**src/rtl/pwm_pkg.sv**
```systemverilog
// Shared definitions for the PWM generator/capture pair: count width,
// synchronizer depth floor and the capture FSM state type.
package pwm_pkg;

    localparam int unsigned PWM_CNT_W       = 16;
    localparam int unsigned SYNC_STAGES_MIN = 2;

    typedef enum logic [1:0] {
        ST_IDLE,
        ST_ARM,
        ST_HIGH,
        ST_LOW
    } cap_state_t;

endpackage

```
**src/rtl/pwm_in_sync.sv**
```systemverilog
// PWM input conditioning: synchronizer chain, optional glitch filter
// (PWM_CAPTURE_FILTER_EN) and single-cycle rise/fall pulses.
module pwm_in_sync
    import pwm_pkg::*;
#(
    parameter int unsigned SYNC_STAGES = SYNC_STAGES_MIN
) (
    input  logic clk,
    input  logic rst,
    input  logic i_pwm,
    output logic o_s,
    output logic o_rise,
    output logic o_fall
);

    localparam int unsigned STAGES =
        (SYNC_STAGES < SYNC_STAGES_MIN) ? SYNC_STAGES_MIN : SYNC_STAGES;

    logic [STAGES-1:0] r_sync;
    logic              r_s_d;
    logic              w_raw;
    logic              w_s;

    always_ff @(posedge clk) begin
        if (rst) begin
            r_sync <= '0;
        end else begin
            r_sync <= {r_sync[STAGES-2:0], i_pwm};
        end
    end

    assign w_raw = r_sync[STAGES-1];

`ifdef PWM_CAPTURE_FILTER_EN
    logic [1:0] r_hist;
    logic       r_held;

    // Level follows the raw line only once three consecutive samples agree;
    // the decision is combinational so both edges gain exactly two cycles.
    always_comb begin
        w_s = r_held;
        if ((w_raw == r_hist[0]) && (w_raw == r_hist[1])) begin
            w_s = w_raw;
        end
    end

    always_ff @(posedge clk) begin
        if (rst) begin
            r_hist <= '0;
            r_held <= 1'b0;
        end else begin
            r_hist <= {r_hist[0], w_raw};
            r_held <= w_s;
        end
    end
`else
    assign w_s = w_raw;
`endif

    always_ff @(posedge clk) begin
        if (rst) begin
            r_s_d <= 1'b0;
        end else begin
            r_s_d <= w_s;
        end
    end

    assign o_s    = w_s;
    assign o_rise = w_s & ~r_s_d;
    assign o_fall = ~w_s & r_s_d;

endmodule

```
**src/rtl/pwm_capture.sv**
```systemverilog
// PWM period/high-time capture with valid/ack result handshake and stuck-line
// timeout. Build with PWM_CAPTURE_FILTER_EN to add the input glitch filter.
module pwm_capture
    import pwm_pkg::*;
#(
    parameter int unsigned CNT_W       = PWM_CNT_W,
    parameter int unsigned SYNC_STAGES = SYNC_STAGES_MIN
) (
    input  logic             clk,
    input  logic             rst,
    input  logic             cap_en,
    input  logic             pwm_in,
    output logic [CNT_W-1:0] meas_period,
    output logic [CNT_W-1:0] meas_high,
    output logic             meas_valid,
    input  logic             meas_ack,
    output logic             meas_ovr,
    output logic             timeout,
    output logic             stuck_lvl
);

    cap_state_t       r_state;
    logic [CNT_W-1:0] r_cnt;
    logic [CNT_W-1:0] r_high_lat;
    logic [CNT_W-1:0] r_period;
    logic [CNT_W-1:0] r_high;
    logic             r_valid;
    logic             r_ovr;
    logic             r_timeout;
    logic             r_stuck;

    logic             w_s;
    logic             w_rise;
    logic             w_fall;
    logic             w_cnt_max;
    logic             w_publish;

    pwm_in_sync #(
        .SYNC_STAGES (SYNC_STAGES)
    ) u_sync (
        .clk    (clk),
        .rst    (rst),
        .i_pwm  (pwm_in),
        .o_s    (w_s),
        .o_rise (w_rise),
        .o_fall (w_fall)
    );

    assign w_cnt_max = &r_cnt;
    assign w_publish = w_rise && (r_state == ST_LOW);

    always_ff @(posedge clk) begin
        if (rst) begin
            r_state    <= ST_IDLE;
            r_cnt      <= '0;
            r_high_lat <= '0;
            r_period   <= '0;
            r_high     <= '0;
            r_valid    <= 1'b0;
            r_ovr      <= 1'b0;
            r_timeout  <= 1'b0;
            r_stuck    <= 1'b0;
        end else if (!cap_en) begin
            r_state   <= ST_IDLE;
            r_cnt     <= '0;
            r_valid   <= 1'b0;
            r_ovr     <= 1'b0;
            r_timeout <= 1'b0;
        end else if (r_state == ST_IDLE) begin
            r_state <= ST_ARM;
            r_cnt   <= '0;
        end else begin
            if (w_rise) begin
                r_cnt <= CNT_W'(1);
            end else if (!w_cnt_max) begin
                r_cnt <= r_cnt + CNT_W'(1);
            end

            // Timeout fires once per stuck episode so stuck_lvl keeps the
            // level seen when the line first stopped toggling.
            if (w_rise) begin
                r_timeout <= 1'b0;
                r_state   <= ST_HIGH;
            end else if (w_cnt_max && !r_timeout) begin
                r_timeout <= 1'b1;
                r_stuck   <= w_s;
                r_state   <= ST_ARM;
            end else if (w_fall && (r_state == ST_HIGH)) begin
                r_high_lat <= r_cnt;
                r_state    <= ST_LOW;
            end

            if (w_publish) begin
                r_period <= r_cnt;
                r_high   <= r_high_lat;
                r_valid  <= 1'b1;
                if (r_valid) begin
                    r_ovr <= !meas_ack;
                end
            end else if (meas_ack && r_valid) begin
                r_valid <= 1'b0;
                r_ovr   <= 1'b0;
            end
        end
    end

    assign meas_period = r_period;
    assign meas_high   = r_high;
    assign meas_valid  = r_valid;
    assign meas_ovr    = r_ovr;
    assign timeout     = r_timeout;
    assign stuck_lvl   = r_stuck;

endmodule
```
**config.mk**
```make
export PLATFORM = sky130hd
export DESIGN_NAME = pwm_capture
export DESIGN_NICKNAME = d
export VERILOG_FILES = /design/src/rtl/pwm_pkg.sv /design/src/rtl/pwm_in_sync.sv /design/src/rtl/pwm_capture.sv
export SDC_FILE = /design/constraint.sdc
export NUM_CORES = 1
export LEC_CHECK = 0
export ABC_AREA = 0
export CORE_ASPECT_RATIO = 1.25
export CORE_MARGIN = 1
export CORE_UTILIZATION = 45
export DETAILED_ROUTE_END_ITERATION = 12
export GPL_ROUTABILITY_DRIVEN = 0
export PLACE_DENSITY = 0.68
export SLEW_MARGIN = 15
export SYNTH_ARGS = -nofsm -noshare
export SYNTH_HDL_FRONTEND = slang
export SYNTH_SLANG_ARGS = --single-unit
```
**constraint.sdc**
```tcl
create_clock -name clk -period 2.1 [get_ports clk]
set_clock_uncertainty 0.1 [all_clocks]
set_input_delay 0.525 -clock clk [delete_from_list [all_inputs] [get_ports clk]]
set_output_delay 0.525 -clock clk [all_outputs]
set_load 0.02 [all_outputs]
```
# --- After elaboration in Yosys (flattened, before gate mapping) ---
# Cells that the tools add are included.
totals:
  out_inout_bits: 36
  regBits: 73
  word_cells: 59
  input_bits: 5
op_classes:
  n_reduce_logical: 21
  mux: 12
  bitwise: 8
  n_eq_ne: 4
  add_sub_neg: 1
ops:
  columns: ["operator", "n"]
  rows:
  - ["16-bit by 1-bit adder with 16-bit output, second input constant", 1]
  - ["16-bit AND reduction", 1]
  - ["1-bit two-way mux", 9]
  - ["2-bit two-way mux", 3]
  - ["1-bit NOT", 6]
  - ["3-bit AND reduction", 2]
  - ["5-bit AND reduction", 1]
  - ["2-bit equality test, second input constant", 2]
  - ["1-bit logical AND", 4]
  - ["2-bit inequality test, second input constant", 2]
  - ["2-bit AND reduction", 2]
  - ["4-bit AND reduction", 1]
  - ["2-bit nonzero test", 2]
  - ["4-bit nonzero test", 1]
  - ["4-bit OR reduction", 1]
  - ["3-bit nonzero test", 1]
  - ["3-bit OR reduction", 1]
  - ["1-bit bitwise AND", 2]
  - ["1-bit logical NOT", 2]
  - ["2-bit logical NOT", 1]
  - ["2-bit OR reduction", 1]

# --- Logic depth before layout (Yosys ltp) ---
# Gate-level depths: netlist of the first run.
logic_depth:
  word_depth: 7
  ltp_mapped: 7
  ltp_nobuf: 5

# --- Hierarchy ---
# From an unflattened synthesis of the first run, not the netlist that was laid out.
hier_totals:
  hier_cells: 348
  hier_area_um2: 3017.9
modules_own_cells:
  columns: ["mod", "area_each_um2", "seq_area_each_um2", "cells_per_inst", "instances"]
  rows:
  - ["pwm_capture", 2926.6, 1401.3, 340, 1]
  - ["pwm_in_sync", 91.3, 60.1, 8, 1]

# --- Worst setup path after synthesis of the first run ---
# Ideal clock, no wire load.
synth_path:
  path_type: "register to register"
  from: "register r_cnt[0]"
  to: "register r_high_lat[10]"
  period_less_slack_ns: 1.871
  required_ns: 1.928
  n_path_buf: 1
  arrival_time_ns: 1.699
  slack_ns: 0.229
  path_stages_with_launch: 7
  setup_time_ns: 0.072
  cell_sequence: "dfxtp_1 > ha_1 > nand4b_1 > nor4_4 > nor4_4 > buf_6 > mux2i_1"
synth_via:
  elab_chain_cells: 4
synth_lines:
  columns: ["element", "line_no", "source"]
  rows:
  - ["from (decl)", "pwm_capture.sv:23", "logic [CNT_W-1:0] r_cnt;"]
  - ["from (signal assigned)", "pwm_capture.sv:76", "r_cnt <= r_cnt + CNT_W'(1);"]
  - ["16-bit AND reduction", "pwm_capture.sv:49", "assign w_cnt_max = &r_cnt;"]
  - ["1-bit logical AND", "pwm_capture.sv:84", "end else if (w_cnt_max && !r_timeout) begin"]
  - ["1-bit NOT (no source line)", null, null]
  - ["5-bit AND reduction (no source line)", null, null]
  - ["to (signal assigned)", "pwm_capture.sv:89", "r_high_lat <= r_cnt;"]
  - ["to (decl)", "pwm_capture.sv:24", "logic [CNT_W-1:0] r_high_lat;"]
# Every way passes these cells.
# A chain may end at the register's enable or synchronous reset.

# --- Final worst setup path of the first run ---
layout_path:
  from: "register r_timeout (netlist: timeout)"
  to: "output port timeout"
layout_lines:
  columns: ["element", "line_no", "source"]
  rows:
  - ["from (decl)", "pwm_capture.sv:29", "logic r_timeout;"]
  - ["from (signal assigned)", "pwm_capture.sv:61", "r_timeout <= 1'b0;"]
  - ["from (signal assigned)", "pwm_capture.sv:68", "r_timeout <= 1'b0;"]
  - ["from (signal assigned)", "pwm_capture.sv:82", "r_timeout <= 1'b0;"]
  - ["to (decl)", "pwm_capture.sv:18", "output logic timeout,"]
# No word-level cell between the ends.

==> flow_summary.yaml, run 1 <==
run_status:
  status: "complete, no violations"
finish:
  diodes: 0
  post_route_cells_drive_above_1_share_pct: 10.5
  area_growth_pct: 26.4
  fin_area_mm2: 0.00379
  nFillCells: 551
  stdcell_count: 476
  layout.nets: 394
  fin_util_pct: 60.3
route:
  drc: 0
  wl_per_cell_um: 13.0
  vias: 2467
  drtIter0Drc: 136
  dr.pass1.iters: 4
  drtAntennaViolNets: 0
  drt_wl_total_um: 6180
  viasPerCell: 5.18
grt:
  grt.total_usage_pct: 19.4
  grt.overflow.total: 0
  grt_first_pass_wirelength_um: 10300
  grt_pass1_vias: 2272
  antenna_found_initial: 0
  grt_max_degree: 69
cts:
  cts_sinks: 73
  h-tree-depth: 3
  clockBufferDepth: 2
  cts_root_buf: "clkbuf_8"
  cts_buffers: 9
  ctsResizeCount: 0
  post_cts_buffers: 0
  clk_pin_slew_worst_paths_ns: 0.07
  cts.hold.buffers_added: 0
  clk_latency_ns: 0.34
  cts_tree: "yes"
run:
  maxCapViolations: 0
critical_path:
  reg2reg_slack_ns: 0.21
  endpoint_kind: "output port"
  required_ns: 1.47
  critPathBufInv: 1
  rr_worst_depth: 5
  cp_top_family: "buffers and inverters"
  cp_num_cells: 1
  worstSetupPathType: "flip-flop to output port"
  crit_start: "timeout$_SDFFE_PP0P_"
  slowest_stage: "clkdlybuf4s50_1"
  r2r_start: "u_sync.r_sync[1]$_SDFF_PP0_"
  cp-endpoint: "timeout"
  crit_path_start_kind: "flip-flop"
  cp_slowest_stage_delay_ns: 0.63
  worstPathCellList: "clkdlybuf4s50_1"
  crit_fanout: 4
  critPathArrivalTime_ns: 1.35
  r2r-end: "meas_period[7]$_SDFFE_PP0P_"
synthesis:
  syn_area_per_cell_um2: 8.90
  synthCells: 337
  yosysWarnings: 0
  synth_area_mm2: 0.00300
  synth.most_common_cell: "dfxtp_1"
  yosys-top-cells-count: "73 x dfxtp_1, 70 x nand2_1, 40 x a21oi_1, 32 x nand2b_1, 17 x mux2i_1"
  synth_seq_cells: 73
  yosysTopAreaCell: "dfxtp_1"
  ys.flop_type: "dfxtp_1"
  synth_top_area_share_pct: 48.7
  ys_seq_area_share_pct: 48.7
  synth.area.top_cells: "dfxtp_1 49%, nand2_1 8.8%, a21oi_1 6.7%"
  ys_types: 47
  async_reset_ff_share_pct: 0
  syn-num-nets: 343
  synth_edf_count: 0
floorplanning:
  die_x_um: 75.0
  io_pins: 41
  core.rowCount: 32
  fp.dieH_um: 93.3
  coreArea_mm2: 0.00629
  start_util_pct: 47.7
  dieArea_mm2: 0.00700
sta:
  tightest_slew_ns: 0.625
  slew_headroom_pct: 58.2
  grt_setup_unrepaired: "false"
  clock.fmax_ghz: 0.505
  finalMaxSlewViolations: 0
  fin_crit_sh_pct: 94.2
  post-route-min-period_ns: 1.98
  hold_viol: 0
  finalSetupViolCount: 0
placement:
  place_hpwl_um: 4180
  placed_area_mm2: 0.00357
  io_buffer_count: 40
  dp.cells: 462
pwr:
  p_leak_nw: 1.25
  peakVddDrop_uv: 481
  pwr_density_cell_mw_per_mm2: 698
min_path:
  whs_path_depth: 2
  hp-class: "flip-flop to flip-flop"
kinds of logic (layout without fill, tap and decap cells):
| group | after synthesis | count (layout) | synth area share [%] |
|---|---|---|---|
| muxes | 17 | 17 | 5.67 |
| adders and majority gates | 1 | 1 | 0.417 |
| DFF | 73 | 73 | 48.7 |
| AOI/OAI and AO/OA | 67 | 67 | 13.1 |
| and+or+nand+nor | 153 | 153 | 27.4 |
| buffers and inverters | 22 | 76 | 3.54 |
| xor gates and xnor gates | 4 | 4 | 1.17 |
report_power, final:
part	leakage, nW	internal (mW)	switching, mW
sequential	0.589	1.39	0.00390
clock	0.111	0.719	0.476
combinational	0.546	0.0270	0.0333
total	1.25	2.13	0.513
cells in the final DEF, fill, tap and decap left out, types with 3 or more instances in the layout:
cell type,Yosys,final
dfxtp_1,73,73
nand2_1,70,70
a21oi_1,40,40
clkdlybuf4s50_1,0,39
nand2b_1,32,32
mux2i_1,17,17
buf_4,1,17
nor2_1,14,14
clkbuf_8,0,11
o21ai_0,7,7
nand4_1,4,4
nand3_1,4,4
nor2b_1,3,3
and4_1,3,3
or3_1,3,3
o211ai_1,3,3
a31oi_1,3,3
or4_1,3,3
a211oi_1,3,3
metal layers:
layer  track usage [%]  part of all wire, %  wire [um]  up-vias
met5                 0                    0          0        -
met4              10.4                  2.5        152        0
met3              4.53                  3.7        230       16
met2              30.0                   46       2820       53
met1              24.5                   48       2970     1138
li1                  -                    -          -     1260
worst min path at each step:
| stage | endpoint | startpoint | slack, ns |
|---|---|---|---|
| 3_3_place_gp | u_sync.r_sync[1]$_SDFF_PP0_ | u_sync.r_sync[0]$_SDFF_PP0_ | 0.33 |
| 5_1_grt | meas_high[10]$_SDFFE_PP0P_ | meas_high[10]$_SDFFE_PP0P_ | 0.37 |
| 4_1_cts | meas_high[14]$_SDFFE_PP0P_ | r_high_lat[14]$_SDFFE_PP0P_ | 0.35 |
| 6_report | meas_high[7]$_SDFFE_PP0P_ | meas_high[7]$_SDFFE_PP0P_ | 0.35 |
| 2_1_floorplan | u_sync.r_sync[1]$_SDFF_PP0_ | u_sync.r_sync[0]$_SDFF_PP0_ | 0.31 |
| 3_5_place_dp | u_sync.r_sync[1]$_SDFF_PP0_ | u_sync.r_sync[0]$_SDFF_PP0_ | 0.34 |
final cells by class:
class	instances	area, um2	share of cell area (%)
sequential	73	1460	38.5
clock inverter	3	65.1	1.72
tap	85	106	2.81
inverter	3	11.3	0.297
clock buffer	11	151	3.99
multi-input combinational	242	1430	37.8
timing repair buffer	59	563	14.9
through the flow:
step | setup WS (ns) | hold slack (ns) | setup TNS (ns) | power [mW]
final | 0.121 | 0.353 | 0 | 2.65
after global routing | 0.0535 | 0.369 | 0 | 2.74
after CTS | 0.105 | 0.353 | 0 | 2.67
after detailed placement | -0.0387 | 0.341 | -0.0387 | 1.48
after global placement | -0.0464 | 0.332 | -0.0464 | 1.48
after floorplan | 0.229 | 0.314 | 0 | 1.46
registers in the layout, summed over array words and instances, names as in the netlist:
signal / flops
meas_high: 16
meas_period: 16
r_cnt: 16
r_high_lat: 16
r_state: 2
u_sync.r_sync: 2
meas_ovr: 1
meas_valid: 1
stuck_lvl: 1
timeout: 1
u_sync.r_s_d: 1
(Power assumes the default switching activity.)
==> run 2: changes to the inputs <==
--- a/config.mk
+++ b/config.mk
@@ -11,7 +11,7 @@
 export CORE_UTILIZATION = 45
 export DETAILED_ROUTE_END_ITERATION = 12
 export GPL_ROUTABILITY_DRIVEN = 0
-export PLACE_DENSITY = 0.68
+export PLACE_DENSITY = 0.78
 export SLEW_MARGIN = 15
 export SYNTH_ARGS = -nofsm -noshare
 export SYNTH_HDL_FRONTEND = slang
==> run 2 against run 1 <==
Via count shrank 0.77%. Sequential share of layout area grew 0.45 points. Largest power group unchanged. Register-to-register slack gained 0.05 ns. Sequential cell count is the same. Fmax shrank 0.48%. Worst hold slack lost 0.011 ns. Cell area shrank 1.2%. Non-clock buffer count shrank 3. Sequential power is essentially flat. Core utilization shrank 0.70 points. Critical path depth is the same. First-iteration DRC count grew 0.74%.
==> flow_summary.yaml, run 2 (synthesis gave the netlist of run 1 again) <==
run_status:
  status: "complete, no violations"
pwr:
  switching_share_pct: 20.5
  pwr_density_cell_mw_per_mm2: 696
  p_leak_nw: 1.22
  clockPowerShare_pct: 44.3
  pwr-share-comb_pct: 2.3
  switchingPower_mw: 0.534
  fin_total_pwr_mw: 2.61
  peakVddDrop_uv: 342
  p_seq_share_pct: 53.4
  internal-power_mw: 2.07
cts:
  post_cts_buffers: 0
  cts_root_buf: "clkbuf_8"
  cts_buffers: 9
  cts_sinks: 73
  cts_tree: "yes"
  h-tree-depth: 3
  cts.hold.buffers_added: 0
  clk_pin_slew_worst_paths_ns: 0.08
  clockBufferDepth: 2
  ctsResizeCount: 0
  clk_latency_ns: 0.34
route:
  viasPerCell: 5.16
  drtIter0Drc: 137
  drt_wl_total_um: 6060
  wl_per_cell_um: 12.8
  drtAntennaViolNets: 0
  dr.pass1.iters: 5
  drc: 0
  vias: 2448
floorplanning:
  die_x_um: 75.0
  dieArea_mm2: 0.00700
  start_util_pct: 47.7
  io_pins: 41
  core.rowCount: 32
  coreArea_mm2: 0.00629
  fp.dieH_um: 93.3
grt:
  grt.total_usage_pct: 20.0
  grt.overflow.total: 0
  grt_max_degree: 69
  grt_first_pass_wirelength_um: 10700
  antenna_found_initial: 0
  grt_pass1_vias: 2326
sta:
  grt_setup_unrepaired: "false"
  tns_ns: 0
  post-route-min-period_ns: 1.99
  slew_headroom_pct: 60.9
  fin_crit_sh_pct: 94.7
  finalMaxSlewViolations: 0
  clock.fmax_ghz: 0.503
  whs_ns: 0.341
  tightest_slew_ns: 0.586
  finalSetupViolCount: 0
  hold_viol: 0
  layout_setup_ws_ns: 0.112
critical_path:
  r2r-end: "r_high_lat[0]$_SDFFE_PP0P_"
  cp_slowest_stage_delay_ns: 0.63
  crit_path_start_kind: "flip-flop"
  required_ns: 1.47
  rr_worst_depth: 5
  crit_fanout: 4
  cp_num_cells: 1
  cp_top_family: "buffers and inverters"
  cp-endpoint: "timeout"
  slowest_stage: "clkdlybuf4s50_1"
  critPathBufInv: 1
  worstSetupPathType: "flip-flop to output port"
  critPathArrivalTime_ns: 1.36
  worstPathCellList: "clkdlybuf4s50_1"
  r2r_start: "r_cnt[8]$_SDFFE_PP0N_"
  endpoint_kind: "output port"
  crit_start: "timeout$_SDFFE_PP0P_"
  reg2reg_slack_ns: 0.26
placement:
  io_buffer_count: 40
  pre_cts_slack_ns: -0.0423
  dp.cells: 459
  placed_area_mm2: 0.00354
  place_hpwl_um: 4140
run:
  maxCapViolations: 0
finish:
  mostFrequentLayoutCells: "73 x dfxtp_1, 70 x nand2_1, 40 x a21oi_1"
  stdcell_count: 474
  area_growth_pct: 24.9
  ff_latch_area_mm2: 0.00146
  fin_util_pct: 59.6
  nFillCells: 563
  diodes: 0
  layout.nets: 391
  fin_area_mm2: 0.00375
  post_route_cells_drive_above_1_share_pct: 10.0
  layout.cells.most_common: "dfxtp_1"
  multi_input_area_mm2: 0.00143
min_path:
  hp-class: "flip-flop to flip-flop"
run 2: worst min path at each step:
| stage | from | end | slack (ns) | cells after the start |
|---|---|---|---|---|
| after floorplan | u_sync.r_sync[0]$_SDFF_PP0_ | u_sync.r_sync[1]$_SDFF_PP0_ | 0.31 | 1 |
| after global routing | u_sync.r_sync[0]$_SDFF_PP0_ | u_sync.r_sync[1]$_SDFF_PP0_ | 0.37 | 1 |
| after global placement | u_sync.r_sync[0]$_SDFF_PP0_ | u_sync.r_sync[1]$_SDFF_PP0_ | 0.32 | 1 |
| after CTS | u_sync.r_sync[0]$_SDFF_PP0_ | u_sync.r_sync[1]$_SDFF_PP0_ | 0.35 | 1 |
| final | r_high_lat[6]$_SDFFE_PP0P_ | meas_high[6]$_SDFFE_PP0P_ | 0.34 | 2 |
| after detailed placement | u_sync.r_sync[0]$_SDFF_PP0_ | u_sync.r_sync[1]$_SDFF_PP0_ | 0.33 | 1 |
run 2: final cells by class:
type                            instances  area share, %
Clock inverter                          6           2.24
Clock buffer                            9           3.31
Sequential cell                        73           39.0
Multi-Input combinational cell        242           38.2
Timing Repair Buffer                   56           14.1
Tap cell                               85           2.84
Inverter                                3          0.301
run 2: routing by layer:
layer | up-vias | wire length (um) | global-route usage, %
li1 | 1259 | - | -
met1 | 1134 | 2890 | 26.3
met2 | 45 | 2910 | 31.8
met3 | 10 | 132 | 2.59
met4 | 0 | 127 | 10.2
met5 | - | 0 | 0
run 2: power by group through the flow:
stage	clock network [mW]	logic [mW]	registers, mW
global placement	0	0.0583	1.42
global route	1.24	0.0648	1.39
finish	1.16	0.0593	1.39
floorplan	0	0.0401	1.42
detailed placement	0	0.0592	1.42
CTS	1.17	0.0594	1.39
run 2: worst reg2reg max path, cell delays in order (launching register included):
cell     delay [ns]
dfxtp_1        0.48
nand4_4        0.22
nor4_4         0.50
nor4_4         0.11
buf_12         0.18
mux2i_1        0.13
==> run 3: changes to the inputs <==
--- a/config.mk
+++ b/config.mk
@@ -12,7 +12,7 @@
 export DETAILED_ROUTE_END_ITERATION = 12
 export GPL_ROUTABILITY_DRIVEN = 0
 export PLACE_DENSITY = 0.78
-export SLEW_MARGIN = 15
+export SLEW_MARGIN = 20
 export SYNTH_ARGS = -nofsm -noshare
 export SYNTH_HDL_FRONTEND = slang
 export SYNTH_SLANG_ARGS = --single-unit
==> results of run 3 <==
Final layout, timing and power as in run 2 (identical DEF).
==> RTL edit 1, RTL diff (flow settings as in run 3) <==
Register the output `timeout` once more, cleared by the reset; this adds one clock of latency there. The other outputs are not delayed to match.
--- a/src/rtl/pwm_capture.sv
+++ b/src/rtl/pwm_capture.sv
@@ -109,5 +109,11 @@
     assign meas_valid  = r_valid;
     assign meas_ovr    = r_ovr;
-    assign timeout     = r_timeout;
+    always_ff @(posedge clk) begin
+        if (rst) begin
+            timeout <= '0;
+        end else begin
+            timeout <= r_timeout;
+        end
+    end
     assign stuck_lvl   = r_stuck;
 
Function: same outputs for any inputs over 10 cycles, from zero or initial values and one cycle with rst high; that may be too few to reach the edited logic, so the function may still have changed.
==> RTL edit 1 against run 3 <==
Worst setup slack better by 0.021 ns. Core utilization shrank 2.3 points. Routed wire length rose by 6.3%. Highest routed layer unchanged. Sequential cell count is 1 higher. Fmax grew 1.1%. Final area increased by 1.0%. Area after synthesis rose by 3.0%. Total power down 7.6%. Clock power is 19% lower. Critical path type unchanged.
==> RTL edit 1: results (changes against run 3) <==
{
  "final_layout": {
    "drive_gt1_frac": {"value": 0.09744, "change": "-0.002821"},
    "final_cell_count_no_fill": {"value": 477, "change": "+0.63%"},
    "final_nets": {"value": 393, "change": "+0.51%"}
  },
  "synth": {
    "ys_types": {"value": 44, "change": "-6.4%"},
    "synth_seq_area_share": {"value": 0.4794, "change": "-0.007720"},
    "synth_area_leaders": "sky130_fd_sc_hd__dfxtp_1, sky130_fd_sc_hd__nand2_1, sky130_fd_sc_hd__nand2b_1",
    "synth.top_cells.by_count": "sky130_fd_sc_hd__dfxtp_1, sky130_fd_sc_hd__nand2_1, sky130_fd_sc_hd__a21oi_1",
    "mapped_avg_cell_area": {"value": 8.984, "unit": "µm²", "change": "+0.91%"},
    "mappedNetlistNets": {"value": 350, "change": "+2.0%"}
  },
  "global_route": {
    "global_route_wire_length_before_repair": {"value": 10.81, "unit": "mm", "change": "+0.64%"},
    "grt_pass1_vias": {"value": 2376, "change": "+2.1%"},
    "grt_max_degree": {"value": 70, "change": "+1.4%"},
    "globalRouteTotalUtil": {"value": 0.1887, "change": "-0.01171"}
  },
  "pwr": {
    "leakage": {"value": 1.246, "unit": "nW", "change": "+1.8%"},
    "vdd_drop_max": {"value": 0.3513, "unit": "mV", "change": "+2.7%"}
  },
  "timing": {
    "fin_worst_hold_slack": {"value": 0.3444, "unit": "ns", "change": "+0.003014 ns"},
    "slew_headroom": {"value": 0.7199, "change": "+0.1112"}
  },
  "drt": {
    "wire_length_after_detailed_routing": {"value": 6.442, "unit": "mm", "change": "+6.3%"},
    "drt_first_iter_violations": {"value": 136, "change": "-0.73%"},
    "drt_first_pass_iters": {"value": 4, "change": "-1"},
    "detail_route.vias_per_cell": {"value": 5.358, "change": "+3.8%"}
  },
  "critical_path": {
    "worstReg2RegEnd": "r_high_lat[1]",
    "timing.reg2reg.worst_path_depth": {"value": 5, "change": "unchanged"},
    "cp.arrival": {"value": 1.34, "unit": "ns", "change": "-0.02 ns"}
  },
  "placed_design": {
    "dp.final_hpwl": {"value": 4.290, "unit": "mm", "change": "+3.5%"},
    "buffer_ports.inserted": {"value": 40, "change": "unchanged"},
    "post_dp_area": {"value": 3627, "unit": "µm²", "change": "+2.5%"},
    "post_placement_cell_count": {"value": 463, "change": "+0.87%"}
  },
  "hold_path": {
    "beginning_of_the_worst_hold_path": "u_sync.r_sync[0]",
    "timing.hold.worst_path_depth": {"value": 1, "change": "-1"}
  },
  "run_status": {
    "outcome": "finished, final reports clean"
  }
}
==> RTL edit 1: changes by cell type in the layout (fill, tap and decap cells not counted), moves of 2 or more <==
cell,delta
sky130_fd_sc_hd__xnor2_1,+3
sky130_fd_sc_hd__xor2_1,-2
sky130_fd_sc_hd__o211ai_1,-3
sky130_fd_sc_hd__buf_12,+2
sky130_fd_sc_hd__nor2b_1,+2
sky130_fd_sc_hd__bufinv_16,-2
sky130_fd_sc_hd__buf_4,-4
sky130_fd_sc_hd__or4_1,-2
==> RTL edit 1: cell type report <==
cell class                      instances  area [µm²]
Fill cell                             588        2820
Sequential cell                        74        1481
Tap cell                               87       108.9
Inverter                                2       7.507
Clock inverter                          3       17.52
Timing Repair Buffer                   54       538.0
Multi-Input combinational cell        246        1491
Clock buffer                           11       141.4
==> RTL edit 1: power breakdown <==
part | leakage, nW | internal (mW) | switching [mW] | total [mW]
Clock | 0.0810 | 0.444 | 0.492 | 0.937
Combinational | 0.568 | 0.0292 | 0.0330 | 0.0621
Sequential | 0.597 | 1.41 | 0.00427 | 1.41
Total | 1.25 | 1.88 | 0.529 | 2.41
==> RTL edit 1: cell families (layout without fill, tap and decap cells) <==
family,after synthesis,count (layout),synth area share
AND/OR/NAND/NOR,157,157,0.2810
XOR/XNOR,5,5,0.01417
adder cells (fa/ha/maj),1,1,0.004048
flip-flops,74,74,0.4794
buffers and inverters,24,70,0.03806
multiplexers,18,18,0.05870
AO/OA/AOI/OAI,65,65,0.1247
==> RTL edit 1: worst max path at each step <==
| stage | from | end | slack (ns) |
|---|---|---|---|
| after global placement | cap_en | stuck_lvl | 0.15 |
| after global routing | meas_valid | meas_valid | 0.08 |
| final | meas_valid | meas_valid | 0.13 |
| after detailed placement | cap_en | r_high_lat[1] | 0.11 |
| after floorplan | r_cnt[0] | r_high_lat[10] | 0.23 |
| after CTS | meas_valid | meas_valid | 0.12 |
==> RTL edit 1: routing by layer <==
metal  vias up  global-route usage  share of wire
li1       1270                   -              -
met1      1219              0.2184           0.46
met2        58              0.3318           0.50
met3         9             0.03188          0.037
met4         0              0.1090          0.011
met5         -                   0              0
==> RTL edit 1: stage by stage <==
step,power [mW],utilization,worst slack [ns]
2_1_floorplan,1.481,-,0.2336
6_report,2.410,0.5731,0.1327
3_3_place_gp,1.505,0.5491,0.1535
4_1_cts,2.428,0.5731,0.1159
3_5_place_dp,1.506,0.5491,0.1116
5_1_grt,2.490,0.5731,0.08182
==> RTL edit 1: worst register-to-register path, delay by kind of cell (launching register included) <==
kind	cells	cell delay [ns]
DFF	1	0.56
buffers and inverters	1	0.17
and+or+nand+nor	3	0.78
muxes	1	0.13
==> RTL edit 2, RTL diff (flow settings as in run 3) <==
Without the edit above. Add a define of `PWM_CAPTURE_FILTER_EN`.
--- a/src/rtl/pwm_in_sync.sv
+++ b/src/rtl/pwm_in_sync.sv
@@ -1,4 +1,6 @@
 // PWM input conditioning: synchronizer chain, optional glitch filter
 // (PWM_CAPTURE_FILTER_EN) and single-cycle rise/fall pulses.
+`define PWM_CAPTURE_FILTER_EN
+
 module pwm_in_sync
     import pwm_pkg::*;
Check against the original RTL: not equivalent (Yosys sat finds a counterexample within 10 cycles, from zero or initial values and one cycle with rst high).
==> RTL edit 2 against run 3 <==
Final area rose by 4.7%. Total power fell by 2.5%. Non-clock buffer count rose by 8. Combinational power fell by 8.9%. Sequential cell count rose by 2. Routed wire length rose by 7.4%. Area after synthesis rose by 3.1%. Worst setup slack improved by 0.011 ns. Critical endpoint is now meas_valid.
==> RTL edit 2: results (changes against run 3) <==
{
  "run_status": {
    "outcome": "finished, final reports clean"
  },
  "drt": {
    "route.vias.total": {"value": 2550, "change": "+4.2%"},
    "wire_length_after_detailed_routing": {"value": 6.506, "unit": "mm", "change": "+7.4%"},
    "drt_first_iter_violations": {"value": 132, "change": "-3.6%"}
  },
  "synth": {
    "yosys-mux-area-fraction": {"value": 0.05866, "change": "+0.001943"},
    "synth-xor-area-share": {"value": 0.008495, "change": "-0.003181"},
    "synth_seq_area_share": {"value": 0.4854, "change": "-0.001636"},
    "mappedNetlistNets": {"value": 356, "change": "+3.8%"},
    "synth_compound_area_frac": {"value": 0.1222, "change": "-0.008357"},
    "synth_area_leaders": "sky130_fd_sc_hd__dfxtp_1, sky130_fd_sc_hd__nand2_1, sky130_fd_sc_hd__a21oi_1",
    "mapped_avg_cell_area": {"value": 8.837, "unit": "µm²", "change": "-0.74%"},
    "post_synth_fa_ha_maj_area_fraction": {"value": 0.004045, "change": "-0.0001248"}
  },
  "hold_path": {
    "hold_path.class": "in -> reg"
  },
  "final_layout": {
    "final_nets": {"value": 409, "change": "+4.6%"},
    "n_fill_cell": {"value": 583, "change": "+3.6%"}
  },
  "global_route": {
    "grt_pass1_vias": {"value": 2387, "change": "+2.6%"},
    "globalRouteTotalUtil": {"value": 0.1967, "change": "-0.003742"},
    "global_route_wire_length_before_repair": {"value": 11.18, "unit": "mm", "change": "+4.1%"},
    "grt_max_degree": {"value": 71, "change": "+2.9%"}
  },
  "placed_design": {
    "post_dp_area": {"value": 3724, "unit": "µm²", "change": "+5.2%"},
    "post-place-ws": {"value": -0.02907, "unit": "ns", "change": "+0.01320 ns"}
  },
  "critical_path": {
    "cp.arrival_ns": 1.35
  },
  "pwr": {
    "leakage": {"value": 1.328, "unit": "nW", "change": "+8.5%"},
    "power_dissipated_in_combinational_cells": {"value": 0.0540, "unit": "mW", "change": "-8.9%"},
    "seq_power_share": {"value": 0.563, "change": "+0.029"},
    "vdd_drop_max": {"value": 0.2924, "unit": "mV", "change": "-15%"},
    "sw_frac_of_total": {"value": 0.2111, "change": "+0.006088"}
  }
}
==> RTL edit 2: cells by family after synthesis <==
family / after synthesis
AND/OR/NAND/NOR: 160
flip-flops: 75
AO/OA/AOI/OAI: 67
buffers and inverters: 26
multiplexers: 18
XOR/XNOR: 3
adder cells (fa/ha/maj): 1
==> RTL edit 2: per-layer routing <==
layer  GRT usage  routed length, µm
met3     0.02802                225
met5           0                  0
met1      0.2406               2876
met4      0.1122                157
met2      0.3341               3247
==> RTL edit 2: final timing paths <==
kind / startpoint / end / slack (ns)
worst max-delay path: meas_valid / meas_valid / 0.12
worst min-delay path: rst / u_sync.r_sync[0] / 0.27
worst max register to register: r_cnt[3] / r_cnt[14] / 0.28
worst min register to register: u_sync.r_sync[0] / u_sync.r_sync[1] / 0.34
==> RTL edit 2: through the flow <==
step	power, mW	util	TNS [ns]	hold WS, ns
after global routing	2.646	0.5938	0	0.2725
final	2.542	0.5938	0	0.2709
after CTS	2.570	0.5938	0	0.2556
after global placement	1.515	0.5636	0	0.3226
after detailed placement	1.517	0.5636	-0.4426	0.3425
after floorplan	1.499	-	0	0.3138
==> RTL edit 2: area by class of cell <==
class,instances,share of cell area
Timing Repair Buffer,64,0.1563
Inverter,4,0.003828
Multi-Input combinational cell,249,0.3786
Sequential cell,75,0.3828
Clock inverter,3,0.005104
Clock buffer,13,0.04561
Tap cell,87,0.02775
==> RTL edit 2: worst reg2reg max path, delay by kind of cell, from the launching register on <==
| family | cells | cell delay (ns) |
|---|---|---|
| buffers and inverters | 1 | 0.22 |
| AND/OR/NAND/NOR | 4 | 0.85 |
| flip-flops | 1 | 0.50 |
